### src/rtl/display_pkg.sv
// Shared constants for the multiplexed 5-digit seven-segment display:
// digit count, special segment codes and the BCD-to-segment table.
package display_pkg;

  localparam int NUM_DIGITS = 5;

  localparam logic [6:0] SEG_BLANK = 7'h7F;
  localparam logic [6:0] SEG_DASH  = 7'h3F;
  localparam logic [4:0] AN_OFF    = 5'h1F;

  // Active-low {g,f,e,d,c,b,a}; entry 0 sits at the LSB end, codes 10..15 show a dash.
  localparam logic [15:0][6:0] SEG_TABLE = {
    SEG_DASH, SEG_DASH, SEG_DASH, SEG_DASH, SEG_DASH, SEG_DASH,
    7'h10, 7'h00, 7'h78, 7'h02, 7'h12, 7'h19, 7'h30, 7'h24, 7'h79, 7'h40
  };

endpackage

### src/rtl/bcd_to_seg.sv
// Combinational BCD to active-low seven-segment decoder.
module bcd_to_seg
  import display_pkg::*;
(
  input  logic [3:0] bcd,
  output logic [6:0] seg_n
);

  always_comb begin
    seg_n = SEG_TABLE[bcd];
  end

endmodule

### src/rtl/bcd_display_scanner.sv
// Time-multiplexed 5-digit BCD display driver: double-buffered digits,
// per-slot deadtime, optional leading-zero blanking, registered outputs.
module bcd_display_scanner
  import display_pkg::*;
#(
  parameter int REFRESH_DIV = 2000,
  parameter int DEADTIME    = 2
) (
  input  logic       sysclk,
  input  logic       rst_n,
  input  logic [3:0] D5_in,
  input  logic [3:0] D4_in,
  input  logic [3:0] D3_in,
  input  logic [3:0] D2_in,
  input  logic [3:0] D1_in,
  input  logic       load,
  input  logic       blank_lz,
  output logic [6:0] seg_n,
  output logic [4:0] an_n,
  output logic       frame_tick
);

  localparam int              PW         = $clog2(REFRESH_DIV);
  localparam int              DW         = 4 * NUM_DIGITS;
  localparam logic [PW-1:0]   PRESC_LAST = PW'(REFRESH_DIV - 1);
  localparam logic [PW-1:0]   DEAD_END   = PW'(DEADTIME);
  localparam logic [2:0]      IDX_LAST   = 3'(NUM_DIGITS - 1);

  logic [PW-1:0] presc_q, presc_d;
  logic [2:0]    idx_q, idx_d;
  logic [DW-1:0] shadow_q, shadow_d;
  logic [DW-1:0] disp_q, disp_d;
  logic [6:0]    seg_q, seg_d;
  logic [4:0]    an_q, an_d;
  logic          tick_q, tick_d;

  logic          slot_wrap;
  logic          frame_wrap;
  logic [3:0]    digit;
  logic [6:0]    digit_seg;
  logic          blank_slot;
  logic          zero_run;

  // Slot/frame timing and the two-level digit buffer.
  always_comb begin
    slot_wrap  = (presc_q == PRESC_LAST);
    frame_wrap = slot_wrap && (idx_q == IDX_LAST);
    presc_d    = slot_wrap ? '0 : presc_q + 1'b1;
    idx_d      = idx_q;
    if (slot_wrap) begin
      idx_d = frame_wrap ? 3'd0 : idx_q + 3'd1;
    end
    shadow_d = load ? {D5_in, D4_in, D3_in, D2_in, D1_in} : shadow_q;
    // The display only ever takes a whole load, and only between frames.
    disp_d   = frame_wrap ? shadow_q : disp_q;
    tick_d   = frame_wrap;
  end

  // Digit select plus leading-zero detection, scanning from the MSD down.
  always_comb begin
    digit      = '0;
    blank_slot = 1'b0;
    zero_run   = 1'b1;
    for (int k = NUM_DIGITS - 1; k >= 0; k--) begin
      zero_run = zero_run && (disp_q[4*k +: 4] == 4'd0);
      if (idx_q == 3'(k)) begin
        digit      = disp_q[4*k +: 4];
        blank_slot = blank_lz && (k != 0) && zero_run;
      end
    end
  end

  bcd_to_seg u_dec (
    .bcd   (digit),
    .seg_n (digit_seg)
  );

  always_comb begin
    seg_d = SEG_BLANK;
    an_d  = AN_OFF;
    if ((presc_q >= DEAD_END) && !blank_slot) begin
      seg_d = digit_seg;
      an_d  = ~(5'd1 << idx_q);
    end
  end

  always_ff @(posedge sysclk or negedge rst_n) begin
    if (!rst_n) begin
      presc_q  <= '0;
      idx_q    <= '0;
      shadow_q <= '0;
      disp_q   <= '0;
      seg_q    <= SEG_BLANK;
      an_q     <= AN_OFF;
      tick_q   <= 1'b0;
    end else begin
      presc_q  <= presc_d;
      idx_q    <= idx_d;
      shadow_q <= shadow_d;
      disp_q   <= disp_d;
      seg_q    <= seg_d;
      an_q     <= an_d;
      tick_q   <= tick_d;
    end
  end

  assign seg_n      = seg_q;
  assign an_n       = an_q;
  assign frame_tick = tick_q;

endmodule
### config.mk
export PLATFORM = sky130hd
export DESIGN_NAME = bcd_display_scanner
export DESIGN_NICKNAME = d
export VERILOG_FILES = /design/src/rtl/display_pkg.sv /design/src/rtl/bcd_to_seg.sv /design/src/rtl/bcd_display_scanner.sv
export SDC_FILE = /design/constraint.sdc
export NUM_CORES = 1
export LEC_CHECK = 0
export ABC_AREA = 1
export BUFFER_PORTS_ARGS = -buffer_cell sky130_fd_sc_hd__buf_2
export CORE_ASPECT_RATIO = 1.75
export CORE_UTILIZATION = 58
export CTS_CLUSTER_SIZE = 14
export DETAILED_ROUTE_END_ITERATION = 10
export GPL_TIMING_DRIVEN = 0
export PLACE_DENSITY_LB_ADDON = 0.15
export SYNTH_ARGS = -nofsm -noshare
export SYNTH_HDL_FRONTEND = slang
export SYNTH_SLANG_ARGS = --single-unit
export TNS_END_PERCENT = 30
### constraint.sdc
create_clock -name sysclk -period 2.4 [get_ports sysclk]
set_clock_uncertainty 0.15 [all_clocks]
set_input_delay 0.72 -clock sysclk [delete_from_list [all_inputs] [get_ports sysclk]]
set_output_delay 0.72 -clock sysclk [all_outputs]
set_load 0.02 [all_outputs]
# Word-level counts from Yosys, hierarchy flattened
# Memory sizes are Yosys's and may differ from the RTL's.
# Index checks and enable logic that the tools add are counted.
# classes
n_addsub	2
order_cmp	2
eq_ne	5
shifts	1
muxes	15
n_bitwise	1
n_reduce_logical	15
# ops
op	n
4-bit two-way mux	5
4-bit logical NOT	4
7-bit two-way mux	2
11-bit by 1-bit adder with 11-bit output, second input constant	1
11-bit == test, second input constant	1
11-bit by 2-bit >= comparator with 1-bit output, second input constant	1
11-bit two-way mux	1
1-bit logical AND	9
3-bit by 2-bit == test with 1-bit output, second input constant	2
4-bit by 5-bit less-than comparator with 1-bit output, second input constant	1
1-bit two-way mux	5
5-bit two-way mux	1
5-bit inverter	1
1-bit by 3-bit left shift with 5-bit output, first input constant	1
3-bit by 1-bit adder with 3-bit output, second input constant	1
3-bit by 1-bit == test with 1-bit output, second input constant	1
3-bit == test, second input constant	1
3-bit logical NOT	1
3-bit two-way mux	1
1-bit logical NOT	1
# word_totals
register_bits	67
mem_bits_ro	112
in_bits	24
out_inout_bits	13
elab_cells	49
memories	1
# mem_list
name	words	width	rd	rd_clocked_by_memory_dff	wr	line	rtl
(name not given)	16	7	1	0	0	bcd_to_seg.sv:10	seg_n = SEG_TABLE[bcd];

# Logic depth before layout (Yosys ltp)
# depth
ltp_word	10
depth_mapped	16
mapped_depth_nobuf	16

# By module
# Synthesis repeated with hierarchy kept, for this count alone.
# hier_totals
hier_cells	369
area_unflattened_um2	3359.5
# modules_own_cells
mod	n_inst	cells_per_inst	area_per_inst_um2	seq_area_each_um2
bcd_display_scanner	1	334	3173.0	1691.6
bcd_to_seg	1	35	186.4	0.0

# Worst setup path after synthesis
# No wires, ideal clock.
# synth_timing
kind	reg-to-reg
startpoint	register idx_q[2]
endpoint	register seg_q[3], in the netlist seg_n[3]
setup_time_ns	0.060
arrival_ns	1.889
required_ns	2.190
path_slack_ns	0.301
path_stages_with_launch	16
n_path_buf	0
synth_period_minus_slack_ns	2.099
cell_sequence	dfrtp_1 > inv_4 > ha_1 > inv_1 > nand2_1 > o21ai_1 > nand2_1 > nand2_2 > nand2_4 > clkinv_1 > ha_1 > inv_1 > nand2_1 > nand2_1 > nand2_1 > nand2_1
# synth_via
elab_chain_cells	9
elab_cells_between_ends	20
classes_between	eq/ne (4); mux (12); reduce/logical (3); memory (1)
# synth_rtl
item	line	rtl
from (decl)	bcd_display_scanner.sv:30	logic [2:0] idx_q, idx_d;
from (signal assigned)	bcd_display_scanner.sv:98	idx_q <= idx_d;
3-bit == test	bcd_display_scanner.sv:66	if (idx_q == 3'(k)) begin
4-bit two-way mux / 1-bit two-way mux (equally long branches) (5 in series)	bcd_display_scanner.sv:66	
memory read 16 x 7 bit / 1-bit logical NOT (equally long branches)	-	
7-bit two-way mux (implied by the code) / 1-bit logical AND (equally long branches)	bcd_to_seg.sv:10, bcd_display_scanner.sv:81	
7-bit two-way mux *	bcd_display_scanner.sv:81	if ((presc_q >= DEAD_END) && !blank_slot) begin
named net seg_d[3]	bcd_display_scanner.sv:33	logic [6:0] seg_q, seg_d;
to (signal assigned)	bcd_display_scanner.sv:101	seg_q <= seg_d;
to (decl)	bcd_display_scanner.sv:33	
# The timed path passes the listed nets; every way through them passes the cells marked *. The select of a mux whose other input is x is not followed.
# A chain may end at the register's enable or synchronous reset.

# Worst setup path in the final report
# layout_timing
startpoint	register idx_q[0]
endpoint	register seg_q[3], in the netlist seg_n[3]
# Same word-level chain as after synthesis.

==> results.py <==
metrics = {
    "routing": {
        "wl_per_cell_um": 12.2,
        "drcViolationCount": 0,
        "ant_nets": 0,
        "vias": 2400,
        "drtIter0Drc": 106,
        "drt_wl_total_um": 5880,
        "vias_per_cell": 4.97,
        "firstDrtPassIters": 4,
    },
    "min_path": {
        "min_path_type": "in2async",
    },
    "logic_synthesis": {
        "netlist_instances": 357,
        "syn_nets": 389,
        "syn_area_per_cell_um2": 9.09,
        "synth-seq-cells": 67,
        "ys_warn_count": 0,
        "synth_edf_count": 0,
        "synth_seq_area_share_pct": 52.1,
        "synth_flop_cell": "dfrtp_1",
        "ys_async_sr_fraction_pct": 100,
        "synth.distinct_cells": 35,
        "syn_area_mm2": 0.00325,
    },
    "sta": {
        "slew_headroom_pct": 46.9,
        "min_period_ns": 2.18,
        "tightest_slew_ns": 0.796,
        "fin_tns_setup_ns": 0,
        "setup_viol": 0,
        "fin_crit_sh_pct": 90.8,
        "rsz0062_at_grt": "false",
        "finalHoldViolations": 0,
        "fmax_mhz": 459,
        "maxSlewViolCount": 0,
    },
    "layout": {
        "diodes": 0,
        "stdcell_area_mm2": 0.00374,
        "area.growth.synth_to_final_pct": 15.1,
        "nFillCells": 479,
        "layout-drive-gt1-share_pct": 27.4,
        "finalNetCount": 436,
    },
    "clocking": {
        "root_buffer": "clkbuf_8",
        "cts_tree": "built",
        "h-tree-depth": 3,
        "clk_pin_slew_worst_paths_ns": 0.07,
        "cts_buffers": 9,
        "insertion_delay_ns": 0.34,
        "cts_max_path_buffers": 2,
        "cts_sinks": 67,
        "holdBufCountCts": 0,
    },
    "worst_setup_path": {
        "timing.rr.start": "idx_q[0]$_DFFE_PN0N_",
        "crit_path_max_incr_delay_ns": 0.41,
        "worstSetupPathType": "reg2reg",
        "required_ns": 2.53,
        "arrival_ns": 2.31,
        "rrSetupSlack_ns": 0.22,
        "cpMostUsedCell": "nand2_1",
        "r2r_cells": 14,
        "crit_chain": "inv_1, ha_1, nand2_2, o21ai_1, nand2_1, nand2_2, nand2_4, clkinv_1, ha_1, inv_1, nand2_1, nand2_1, nand2_1, nand2_1",
        "slowest_stage": "dfrtp_1",
        "cp-start-kind": "register",
        "critPathLaunch": "idx_q[0]$_DFFE_PN0N_",
        "endpoint": "seg_n[3]$_DFF_PN1_",
        "worst_setup_path_end_kind": "register",
        "timing.rr.end": "seg_n[3]$_DFF_PN1_",
        "critPathMaxFanout": 5,
    },
    "power_and_ir_drop": {
        "power_switching_w": 0.000469,
        "p_leak_nw": 1.96,
        "p_seq_share_pct": 54.1,
        "powerDensity_mw_per_mm2": 579,
        "clkPwrFrac_pct": 41.8,
        "switching_share_pct": 21.7,
        "p_int_w": 0.00170,
        "total_power_w": 0.00217,
        "comb_power_share_pct": 4.1,
        "ir_drop_v": 0.000493,
    },
    "placed_design": {
        "placedInstanceArea_mm2": 0.00352,
        "globalplace.congestion": 0.885,
        "dpl.hpwl_um": 4420,
        "port_buffers": 35,
    },
    "global_routing": {
        "antenna_found_initial": 0,
        "grt_pass1_wl_um": 10300,
        "grt_max_degree": 68,
        "grt_use_total_pct": 23.6,
        "first_global_vias": 2389,
        "grt.overflow.total": 0,
    },
    "floorplan": {
        "dieWidth_um": 58.6,
        "ioPinCount": 37,
        "fp.coreArea_mm2": 0.00534,
        "dieArea_mm2": 0.00591,
        "start_util_pct": 60.8,
        "fp.dieH_um": 101,
        "row_count": 35,
    },
    "status": {
        "status": "complete, no violations",
    },
    "job": {
        "max-cap-violations": 0,
    },
}
flip-flops by register name, summed over array words and instances, names as in the netlist:
| register | flops |
|---|---|
| seg_n | 7 |
| disp_q | 20 |
| an_n | 5 |
| frame_tick | 1 |
| idx_q | 3 |
| shadow_q | 20 |
| presc_q | 11 |
cell type report:
cell class                 count  area [µm²]  share of cell area, %
tap                           74        92.6                   2.48
clock inverter                 5        52.6                   1.41
clock buffer                  11         141                   3.78
inverter                      52         203                   5.43
sequential                    67        1690                   45.3
timing repair buffer          36         185                   4.96
multi-input combinational    231        1330                   35.5
buffer                         7        42.5                   1.14
Yosys cell counts (5+ instances only):
cell | count | area, µm²
nand2_1 | 95 | 357
dfrtp_1 | 55 | 1380
inv_1 | 47 | 176
o21ai_0 | 27 | 135
nor2_1 | 25 | 93.8
o21ai_2 | 15 | 131
dfstp_2 | 12 | 315
nand3_1 | 11 | 55.1
ha_1 | 8 | 100
mux2_2 | 6 | 67.6
nand2_4 | 6 | 67.6
a21oi_1 | 5 | 25.0
nand2_2 | 5 | 31.3
nand4_1 | 5 | 31.3
layout by cell type, fill, tap and decap left out, types with 2 or more instances in the layout:
master / synthesis / final
a21oi_1: 5 / 5
a21oi_4: 2 / 2
a31oi_1: 2 / 2
buf_2: 1 / 35
buf_4: 0 / 2
buf_6: 2 / 2
clkbuf_1: 4 / 5
clkbuf_8: 0 / 10
clkinv_1: 2 / 2
clkinv_2: 1 / 4
clkinvlp_4: 0 / 2
dfrtp_1: 55 / 54
dfstp_2: 12 / 12
ha_1: 8 / 7
inv_1: 47 / 46
mux2_2: 6 / 6
nand2_1: 95 / 95
nand2_2: 5 / 5
nand2_4: 6 / 6
nand3_1: 11 / 11
nand4_1: 5 / 5
nor2_1: 25 / 25
nor3_1: 4 / 4
o21ai_0: 27 / 27
o21ai_1: 4 / 4
o21ai_2: 15 / 15
xor2_1: 2 / 2
power by group through the flow:
stage / clock network [W] / registers [W] / logic (W)
final: 0.000905 / 0.00117 / 0.0000888
after global routing: 0.000959 / 0.00117 / 0.000104
after CTS: 0.000927 / 0.00117 / 0.0000922
after detailed placement: 0 / 0.00119 / 0.0000918
after global placement: 0 / 0.00119 / 0.0000880
after floorplan: 0 / 0.00119 / 0.0000435
layer usage:
| layer | routed length (µm) | track usage [%] |
|---|---|---|
| met4 | 156 | 12.6 |
| met5 | 0 | 0 |
| met1 | 2330 | 25.7 |
| met3 | 139 | 4.49 |
| met2 | 3260 | 42.1 |
cell families (layout without fill, tap and decap cells):
kind of cell / count (synthesis) / count (layout) / share of synthesized area (%)
AO/OA/AOI/OAI: 57 / 57 / 11.4
XOR/XNOR: 2 / 2 / 0.540
adder cells (fa/ha/maj): 8 / 8 / 3.08
buffers and inverters: 59 / 111 / 7.44
flip-flops: 67 / 67 / 52.1
multiplexers: 6 / 6 / 2.08
AND/OR/NAND/NOR: 158 / 158 / 23.3
worst min path at each step:
stage / start / end / slack (ns)
floorplan: rst_n / disp_q[0]$_DFFE_PN0P_ / 0.27
global placement: shadow_q[12]$_DFFE_PN0P_ / disp_q[12]$_DFFE_PN0P_ / 0.31
detailed placement: shadow_q[12]$_DFFE_PN0P_ / disp_q[12]$_DFFE_PN0P_ / 0.32
CTS: rst_n / presc_q[9]$_DFF_PN0_ / 0.34
global route: shadow_q[12]$_DFFE_PN0P_ / disp_q[12]$_DFFE_PN0P_ / 0.36
finish: rst_n / presc_q[9]$_DFF_PN0_ / 0.30
stage by stage:
stage,utilization [%],hold WS (ns),setup WS (ns),instances
after CTS,69.5,0.338,0.0595,482
after global routing,69.9,0.357,0.0402,483
after global placement,65.8,0.309,-0.0126,466
final,69.9,0.299,0.220,483
after detailed placement,65.8,0.321,-0.0209,466
after floorplan,-,0.274,0.301,357
what timing repair did:
item                       CTS  global route
pin swaps                    0             0
resized for setup            1             3
gates cloned                 0             0
setup buffers                0             1
setup endpoints to repair    1             2
worst max-delay path: cells and delay by family (launching register included):
| kind | cells | cell delay (ns) |
|---|---|---|
| flops | 1 | 0.41 |
| simple gates | 8 | 0.62 |
| compound gates | 1 | 0.19 |
| fa+ha+maj | 2 | 0.50 |
| buf+inv | 3 | 0.25 |
Power figures use the tool's default switching activity.
